--- config.mk ---
export PLATFORM = sky130hd
export DESIGN_NAME = scan_capture
export DESIGN_NICKNAME = d
export VERILOG_FILES = /design/src/rtl/scan_capture.sv
export SDC_FILE = /design/constraint.sdc
export NUM_CORES = 1
export LEC_CHECK = 0
export ABC_CLOCK_PERIOD_IN_PS = 6240
export CELL_PAD_IN_SITES_DETAIL_PLACEMENT = 1
export CELL_PAD_IN_SITES_GLOBAL_PLACEMENT = 2
export CORE_MARGIN = 4
export CORE_UTILIZATION = 45
export DETAILED_ROUTE_END_ITERATION = 12
export PLACE_DENSITY = 0.76
export SKIP_CTS_REPAIR_TIMING = 1
export SYNTH_ARGS = -nofsm -noshare
export SYNTH_HDL_FRONTEND = slang
export SYNTH_SLANG_ARGS = --single-unit
--- constraint.sdc ---
create_clock -name clk -period 6.24 [get_ports clk]
set_input_delay 1.248 -clock clk [delete_from_list [all_inputs] [get_ports clk]]
set_output_delay 1.248 -clock clk [all_outputs]
set_load 0.1 [all_outputs]
--- src/rtl/scan_capture.sv ---
// scan_capture: rebuilds LED-matrix scan frames into a ping-pong buffer and serves the last complete frame
module scan_capture #(
  parameter int X     = 16,
  parameter int Y     = 16,
  parameter int LOG2X = 4,
  parameter int LOG2Y = 4
) (
  input  logic             clk,
  input  logic             reset,
  input  logic [Y-1:0]     row,
  input  logic [X-1:0]     col,
  input  logic             err_clr,
  input  logic [LOG2Y-1:0] rd_addr,
  output logic [X-1:0]     rd_data,
  output logic             frame_valid,
  output logic             frame_done,
  output logic [15:0]      frame_cnt,
  output logic             scan_err,
  output logic [LOG2Y-1:0] cur_row
);
  typedef enum logic {SYNC, CAPTURE} state_e;
  if ((1 << LOG2X) < X || (1 << LOG2Y) < Y) begin : g_bad_params
    $error("scan_capture: LOG2X/LOG2Y too small for X/Y");
  end
  state_e           state_q, state_d;
  logic [LOG2Y-1:0] cur_row_q, cur_row_d;
  logic             wr_bank_q, wr_bank_d;
  logic             frame_valid_q, frame_valid_d;
  logic             frame_done_q, frame_done_d;
  logic [15:0]      frame_cnt_q, frame_cnt_d;
  logic             scan_err_q, scan_err_d;
  logic [X-1:0]     rd_data_q, rd_data_d;
  logic [X-1:0]     mem_q [2][Y];
  logic [LOG2Y-1:0] row_idx;
  logic             blank, onehot, last, err, we, we_bank;
  assign blank  = row == '0;
  assign onehot = !blank && (row & (row - Y'(1))) == '0;
  assign last   = 32'(cur_row_q) == Y - 1;
  // decode the strobed row index (meaningful only when onehot)
  always_comb begin
    row_idx = '0;
    for (int i = 0; i < Y; i++) if (row[i]) row_idx = LOG2Y'(i);
  end
  // scan sequencer: row tracking, commit on row 0 after the last row, error on any out-of-order strobe
  always_comb begin
    state_d       = state_q;
    cur_row_d     = cur_row_q;
    wr_bank_d     = wr_bank_q;
    frame_valid_d = frame_valid_q;
    frame_done_d  = 1'b0;
    frame_cnt_d   = frame_cnt_q;
    err           = 1'b0;
    we            = 1'b0;
    we_bank       = wr_bank_q;
    if (!blank) begin
      if (state_q == SYNC) begin
        if (onehot && row_idx == '0) begin
          we        = 1'b1;
          cur_row_d = '0;
          state_d   = CAPTURE;
        end
      end else if (!onehot) begin
        err = 1'b1;
      end else if (row_idx == cur_row_q) begin
        we = 1'b1;
      end else if (!last && row_idx == cur_row_q + LOG2Y'(1)) begin
        we        = 1'b1;
        cur_row_d = row_idx;
      end else if (last && row_idx == '0) begin
        we            = 1'b1;
        we_bank       = ~wr_bank_q;
        wr_bank_d     = ~wr_bank_q;
        cur_row_d     = '0;
        frame_done_d  = 1'b1;
        frame_cnt_d   = frame_cnt_q + 16'd1;
        frame_valid_d = 1'b1;
      end else begin
        err = 1'b1;
      end
      if (err) begin
        state_d   = SYNC;
        cur_row_d = '0;
      end
    end
    scan_err_d = err | (scan_err_q & ~err_clr);
    rd_data_d  = (frame_valid_q && 32'(rd_addr) < Y) ? mem_q[~wr_bank_q][rd_addr] : '0;
  end
  // control and output registers, synchronous active-low reset
  always_ff @(posedge clk) begin
    if (!reset) begin
      state_q       <= SYNC;
      cur_row_q     <= '0;
      wr_bank_q     <= 1'b0;
      frame_valid_q <= 1'b0;
      frame_done_q  <= 1'b0;
      frame_cnt_q   <= '0;
      scan_err_q    <= 1'b0;
      rd_data_q     <= '0;
    end else begin
      state_q       <= state_d;
      cur_row_q     <= cur_row_d;
      wr_bank_q     <= wr_bank_d;
      frame_valid_q <= frame_valid_d;
      frame_done_q  <= frame_done_d;
      frame_cnt_q   <= frame_cnt_d;
      scan_err_q    <= scan_err_d;
      rd_data_q     <= rd_data_d;
    end
  end
  // frame memory, not reset; writes are blocked while reset is held
  always_ff @(posedge clk) begin
    if (reset && we) mem_q[we_bank][row_idx] <= col;
  end
  assign rd_data     = rd_data_q;
  assign frame_valid = frame_valid_q;
  assign frame_done  = frame_done_q;
  assign frame_cnt   = frame_cnt_q;
  assign scan_err    = scan_err_q;
  assign cur_row     = cur_row_q;
endmodule

==> flow_summary.ini, run 1 <==
[timing]
rsz0062_at_grt = false
setup_ws_ns = 1.261
setup_viol = 0
post-route-period-util_pct = 79.80
worst_pin_slew_ns = 1.224
final.setup.tns_ns = 0
hold_viol = 0
fin_skew_ns = 0.01323
maxSlewViolCount = 0
relSlewSlack_pct = 18.18
fmax_mhz = 200.8
period_needed_ns = 4.979

[synth]
seq_area_frac_synth_pct = 74.19
ys_ff_latch = 553
ys_warn_count = 0
synthTopCellsByArea = edfxtp_1, mux4_2, dfxtp_1
synth-edff-count = 512
synth_top_area_share_pct = 70.43
synth_top_area_cell = edfxtp_1
async_flop_share_pct = 0
netlist_instances = 1051
yosysUniqueCellTypes = 55
syn_avg_cell_area_sq_um = 20.77
syn_nets = 1092
ys.flop_type = edfxtp_1
syn-cell-area_sq_um = 21830

[cts]
cts_sinks = 553
clock_latency_ns = 0.59
cts_buffer_depth = 3
numCtsBuffers = 55
cts_max_level = 2
cts-root-buf = clkbuf_16
cts_tree = done
path_clk_slew_ns = 0.06

[setup_path]
cp_cell_sequence = clkdlybuf4s50_1 > nor4_4 > buf_4 > nand3_1 > a21oi_1 > nand4_1 > or3_1 > buf_4 > a221o_1 > nor4_4 > buf_4
cpMostUsedCell = buf_4
path_class = input port to flop
worstSetupStartpointType = input port
worstPathRequired_ns = 6.50
endpoint_kind = flop
worstPathMaxFanout = 16
cpMaxStageDelayCell = clkdlybuf4s50_1
crit_arrival_ns = 5.24
crit_path_max_incr_delay_ns = 0.65

[global_route]
antenna_found_initial = 0
gr-total-overflow = 0
grt_pass1_vias = 11640
grt_pass1_wl_um = 76680
grt_max_degree = 74
grt_usage_pct = 19.65

[hold_path]
hold_path.class = flop to flop

[die]
core_area_sq_um = 47850
dieHeight_um = 228.3
num_rows = 80
die_width_um = 228.3
io_pins = 78
die_area_sq_um = 52100
start_util_pct = 45.62

[power]
ir_drop_mv = 0.2084
pwr_density_cell_nw_per_um2 = 305.5
cellLeakagePower_nw = 7.834

[run_status]
status = completed

[placed_design]
gp_congestion = 0.8112
io_buffers = 77
dpl.hpwl_um = 30340
pre_cts_ws_ns = 0.6535

[routing]
drt_iter0_drc = 972
vias = 10910
routed_wirelength_um = 50680
route.detailed.wl_per_inst_um = 27.59
avgViaCountPerCell = 5.941
antenna_left = 0
dr.pass1.iters = 5
route.detailed.drc = 0

[layout]
drive_gt1_share_pct = 28.56
layout_common_cells = edfxtp_1, mux4_2, clkdlybuf4s50_1
nNetsFinal = 1217
syn_to_final_growth_pct = 17.60
num_antenna_cells = 0
final_common_cell = edfxtp_1

[flow_run]
maxCapViolations = 0
==> final timing paths <==
kind / startpoint / end / slack [ns] / cells past startpoint
max: row[15] / mem_q[0][48] / 1.26 / 11
min: frame_cnt[15] / frame_cnt[15] / 0.48 / 2
max reg2reg: cur_row[0] / mem_q[0][48] / 2.88 / 8
min reg2reg: frame_cnt[15] / frame_cnt[15] / 0.48 / 2
==> Yosys cell counts, types with 2 or more instances <==
cell type / instances
nor2_1: 36
o41ai_1: 2
o31ai_1: 6
nand4_1: 5
edfxtp_1: 512
nand2_1: 33
inv_1: 9
nor4_2: 5
or3_1: 9
buf_2: 4
and3_1: 2
o32ai_1: 3
mux2i_1: 23
or4_1: 9
nand3_1: 13
nand2b_1: 9
a31oi_1: 4
o21ai_0: 17
nor3b_1: 2
nor4_4: 2
xnor2_1: 9
ha_1: 2
a21oi_1: 14
mux4_2: 160
buf_1: 15
clkbuf_1: 36
nor3_1: 20
nor4_1: 21
buf_6: 2
dfxtp_1: 41
a2111o_1: 2
==> routing by layer <==
metal | vias to the layer above | global-route usage [%] | wire (um)
met4 | 0 | 4.765 | 925
met1 | 5881 | 28.63 | 22800
met3 | 60 | 3.930 | 2650
met2 | 291 | 31.07 | 24300
met5 | - | 0 | 0
li1 | 4681 | - | -
==> power by group <==
part           switching (mW)  internal, mW  total (mW)  leakage, nW
Sequential     0.000000000774          4.05        4.05         4.93
Combinational           0.152        0.0910       0.243         1.93
Clock                    1.36          2.19        3.55        0.973
Total                    1.51          6.33        7.84         7.83
==> critical path, delay by kind of cell <==
kind | cells | cell delay [ns]
simple gates | 5 | 1.54
compound gates | 2 | 1.01
buf+inv | 4 | 1.41
==> registers in the layout, indices dropped and copies added, names as in the netlist <==
name / count
rd_data: 16
mem_q: 512
cur_row: 4
frame_cnt: 16
frame_valid: 1
state_q: 1
frame_done: 1
scan_err: 1
wr_bank_q: 1
==> logic make-up after synthesis <==
| logic type | count (synthesis) | synth area share [%] |
|---|---|---|
| flops | 553 | 74.19 |
| mux | 184 | 17.61 |
| simple gates | 171 | 4.385 |
| buf+inv | 66 | 1.227 |
| compound gates | 65 | 2.063 |
| xor+xnor | 9 | 0.3611 |
| fa+ha+maj | 3 | 0.1605 |
==> area by class of cell <==
type                            instances  area [sq um]
Fill cell                            4223         22170
Clock buffer                           71          1539
Timing Repair Buffer                  125          1119
Tap cell                              615         769.5
Inverter                                9         33.78
Sequential cell                       553         16200
Multi-Input combinational cell        432          5569
Clock inverter                         32         442.9
==> through the flow <==
stage / hold slack (ns) / std cells / area [sq um] / utilization [%] / power (mW)
after floorplan: 0.5460 / 1051 / 21830 / - / 4.242
after global placement: 0.4570 / 1734 / 23690 / 49.51 / 4.366
after detailed placement: 0.4746 / 1734 / 23690 / 49.51 / 4.374
after CTS: 0.4856 / 1837 / 25670 / 53.66 / 7.926
after global routing: 0.5277 / 1837 / 25670 / 53.66 / 8.109
final: 0.4809 / 1837 / 25670 / 53.66 / 7.842
Note: power is estimated with default switching activity, not from simulation.
==> run 2: changes to the inputs <==
--- a/config.mk
+++ b/config.mk
@@ -5,7 +5,7 @@
 export SDC_FILE = /design/constraint.sdc
 export NUM_CORES = 1
 export LEC_CHECK = 0
-export ABC_CLOCK_PERIOD_IN_PS = 6240
+export ABC_CLOCK_PERIOD_IN_PS = 5000
 export CELL_PAD_IN_SITES_DETAIL_PLACEMENT = 1
 export CELL_PAD_IN_SITES_GLOBAL_PLACEMENT = 2
 export CORE_MARGIN = 4
==> constraint.sdc (replaced) <==
create_clock -name clk -period 5 [get_ports clk]
set_input_delay 1 -clock clk [delete_from_list [all_inputs] [get_ports clk]]
set_output_delay 1 -clock clk [all_outputs]
set_load 0.1 [all_outputs]
==> flow_summary.ini, run 2 (synthesis gave the netlist of run 1 again) <==
[global_route]
grt_pass1_vias = 11700
grt_pass1_wl_um = 77400
antenna_found_initial = 2
grt_max_degree = 68
grt_usage_pct = 19.70
gr-total-overflow = 0

[routing]
avgViaCountPerCell = 5.875
vias = 10950
route.detailed.wl_per_inst_um = 27.30
dr.pass1.iters = 7
antenna_left = 0
drt_iter0_drc = 906
route.detailed.drc = 0
routed_wirelength_um = 50850

[power]
cellLeakagePower_nw = 7.873
switching_share_pct = 20.17
ir_drop_mv = 0.2496
p_sw_mw = 1.886
combPwrFrac_pct = 3.4
pwr_density_cell_nw_per_um2 = 362.9
seqPwrFrac_pct = 54.0
internal-power_mw = 7.461
pwr-share-clk_pct = 42.6

[setup_path]
endpoint_kind = flop
cp.buffers_inverters = 3
cp_cell_sequence = clkdlybuf4s50_1 > nor4_2 > nand2_2 > o41ai_1 > nand3_1 > or3_1 > a221o_1 > buf_4 > nor4_2 > buf_4
rrSetupSlack_ns = 1.74
crit_arrival_ns = 4.54
worstPathMaxFanout = 16
crit_path_max_incr_delay_ns = 0.52
rr_endpoint = rd_data[12]
cpMaxStageDelayCell = nor4_2
r2r_cells = 5
worstPathRequired_ns = 5.27
worst_r2r_startpoint = wr_bank_q
path_class = input port to flop
path_delay_family = simple AND/OR/NAND/NOR gates
worstSetupStartpointType = input port

[cts]
cts_tree = done
cts_max_level = 2
cts-root-buf = clkbuf_16
path_clk_slew_ns = 0.06
numCtsBuffers = 54
cts_sinks = 553
clock_latency_ns = 0.61
cts_buffer_depth = 3

[timing]
rsz0062_at_grt = false
setup_ws_ns = 0.7282
fin_skew_ns = 0.01832
maxSlewViolCount = 0
fmax_mhz = 234.1
post-route-period-util_pct = 85.44
period_needed_ns = 4.272
hold_viol = 0
worst_pin_slew_ns = 1.291
setup_viol = 0
relSlewSlack_pct = 13.66

[die]
start_util_pct = 45.62
die_width_um = 228.3
dieHeight_um = 228.3
num_rows = 80
die_area_sq_um = 52100
io_pins = 78
core_area_sq_um = 47850

[hold_path]
min_from = frame_cnt[15]
whs_path_depth = 2
hold_path.class = flop to flop
min_to = frame_cnt[15]

[layout]
fin_util_pct = 53.83
layout_common_cells = edfxtp_1, mux4_2, clkdlybuf4s50_1
regMostFlops = mem_q
stdcell_count = 1863
drive_gt1_share_pct = 29.17
num_antenna_cells = 0
largest_reg_flops = 512
final_common_cell = edfxtp_1
final_cell_area_sq_um = 25760
fillers = 4192
nNetsFinal = 1243
syn_to_final_growth_pct = 17.99

[run_status]
status = completed

[placed_design]
dpl-instance-area_sq_um = 23990
dpl.hpwl_um = 32420
dp_cells = 1761
io_buffers = 77
pre_cts_ws_ns = 0.1499
gp_congestion = 0.8369

[flow_run]
maxCapViolations = 0
## run 2: cell count changes in the layout (fill, tap and decap cells not counted), sizes merged
| cell | delta |
|---|---|
| buf | +27 |
| clkbuf | +9 |
| bufinv | -8 |
| clkinv | -4 |
| inv | +2 |
## run 2: tightest hold or removal path: cells and delay by family, from the launching register on
family	cells	cell delay, ns
muxes	1	0.06
DFF	1	0.32
and+or+nand+nor	1	0.06
## run 2: final cells by class
| cell class | count | area (sq um) | share of cell area, % |
|---|---|---|---|
| Sequential cell | 553 | 16200 | 62.89 |
| Timing Repair Buffer | 152 | 1413 | 5.484 |
| Multi-Input combinational cell | 432 | 5578 | 21.66 |
| Clock inverter | 22 | 235.2 | 0.9132 |
| Inverter | 9 | 33.78 | 0.1312 |
| Tap cell | 615 | 769.5 | 2.987 |
| Clock buffer | 80 | 1529 | 5.936 |
## run 2: per-layer routing
layer / wire [um] / track usage [%] / up-vias
met2: 25410 / 32.51 / 369
met5: 0 / 0 / -
met4: 592 / 3.617 / 0
li1: - / - / 4728
met3: 2988 / 3.468 / 45
met1: 21860 / 28.26 / 5803
## run 2: worst max path at each step
stage | startpoint | to | slack, ns | cells past startpoint
4_1_cts | row[1] | mem_q[0][74] | 0.77 | 10
5_1_grt | row[1] | mem_q[0][75] | 0.52 | 10
3_5_place_dp | row[1] | mem_q[0][74] | 0.15 | 10
6_report | row[1] | mem_q[0][74] | 0.73 | 10
2_1_floorplan | row[5] | mem_q[0][100] | -0.22 | 9
3_3_place_gp | row[1] | mem_q[0][127] | 0.31 | 10
## run 2: stage by stage
stage | setup TNS, ns | hold slack (ns) | power (mW)
floorplan | -33.61 | 0.5460 | 5.294
detailed placement | 0 | 0.4735 | 5.473
global placement | 0 | 0.4619 | 5.463
CTS | 0 | 0.4836 | 9.457
global route | 0 | 0.5149 | 9.684
finish | 0 | 0.4804 | 9.347
## run 2: power groups by stage
| stage | registers (mW) | clock network, mW | logic (mW) |
|---|---|---|---|
| after floorplan | 5.15 | 0 | 0.148 |
| after detailed placement | 5.15 | 0 | 0.325 |
| after global placement | 5.15 | 0 | 0.316 |
| after global routing | 5.05 | 4.30 | 0.342 |
| after CTS | 5.05 | 4.08 | 0.325 |
| final | 5.05 | 3.98 | 0.318 |
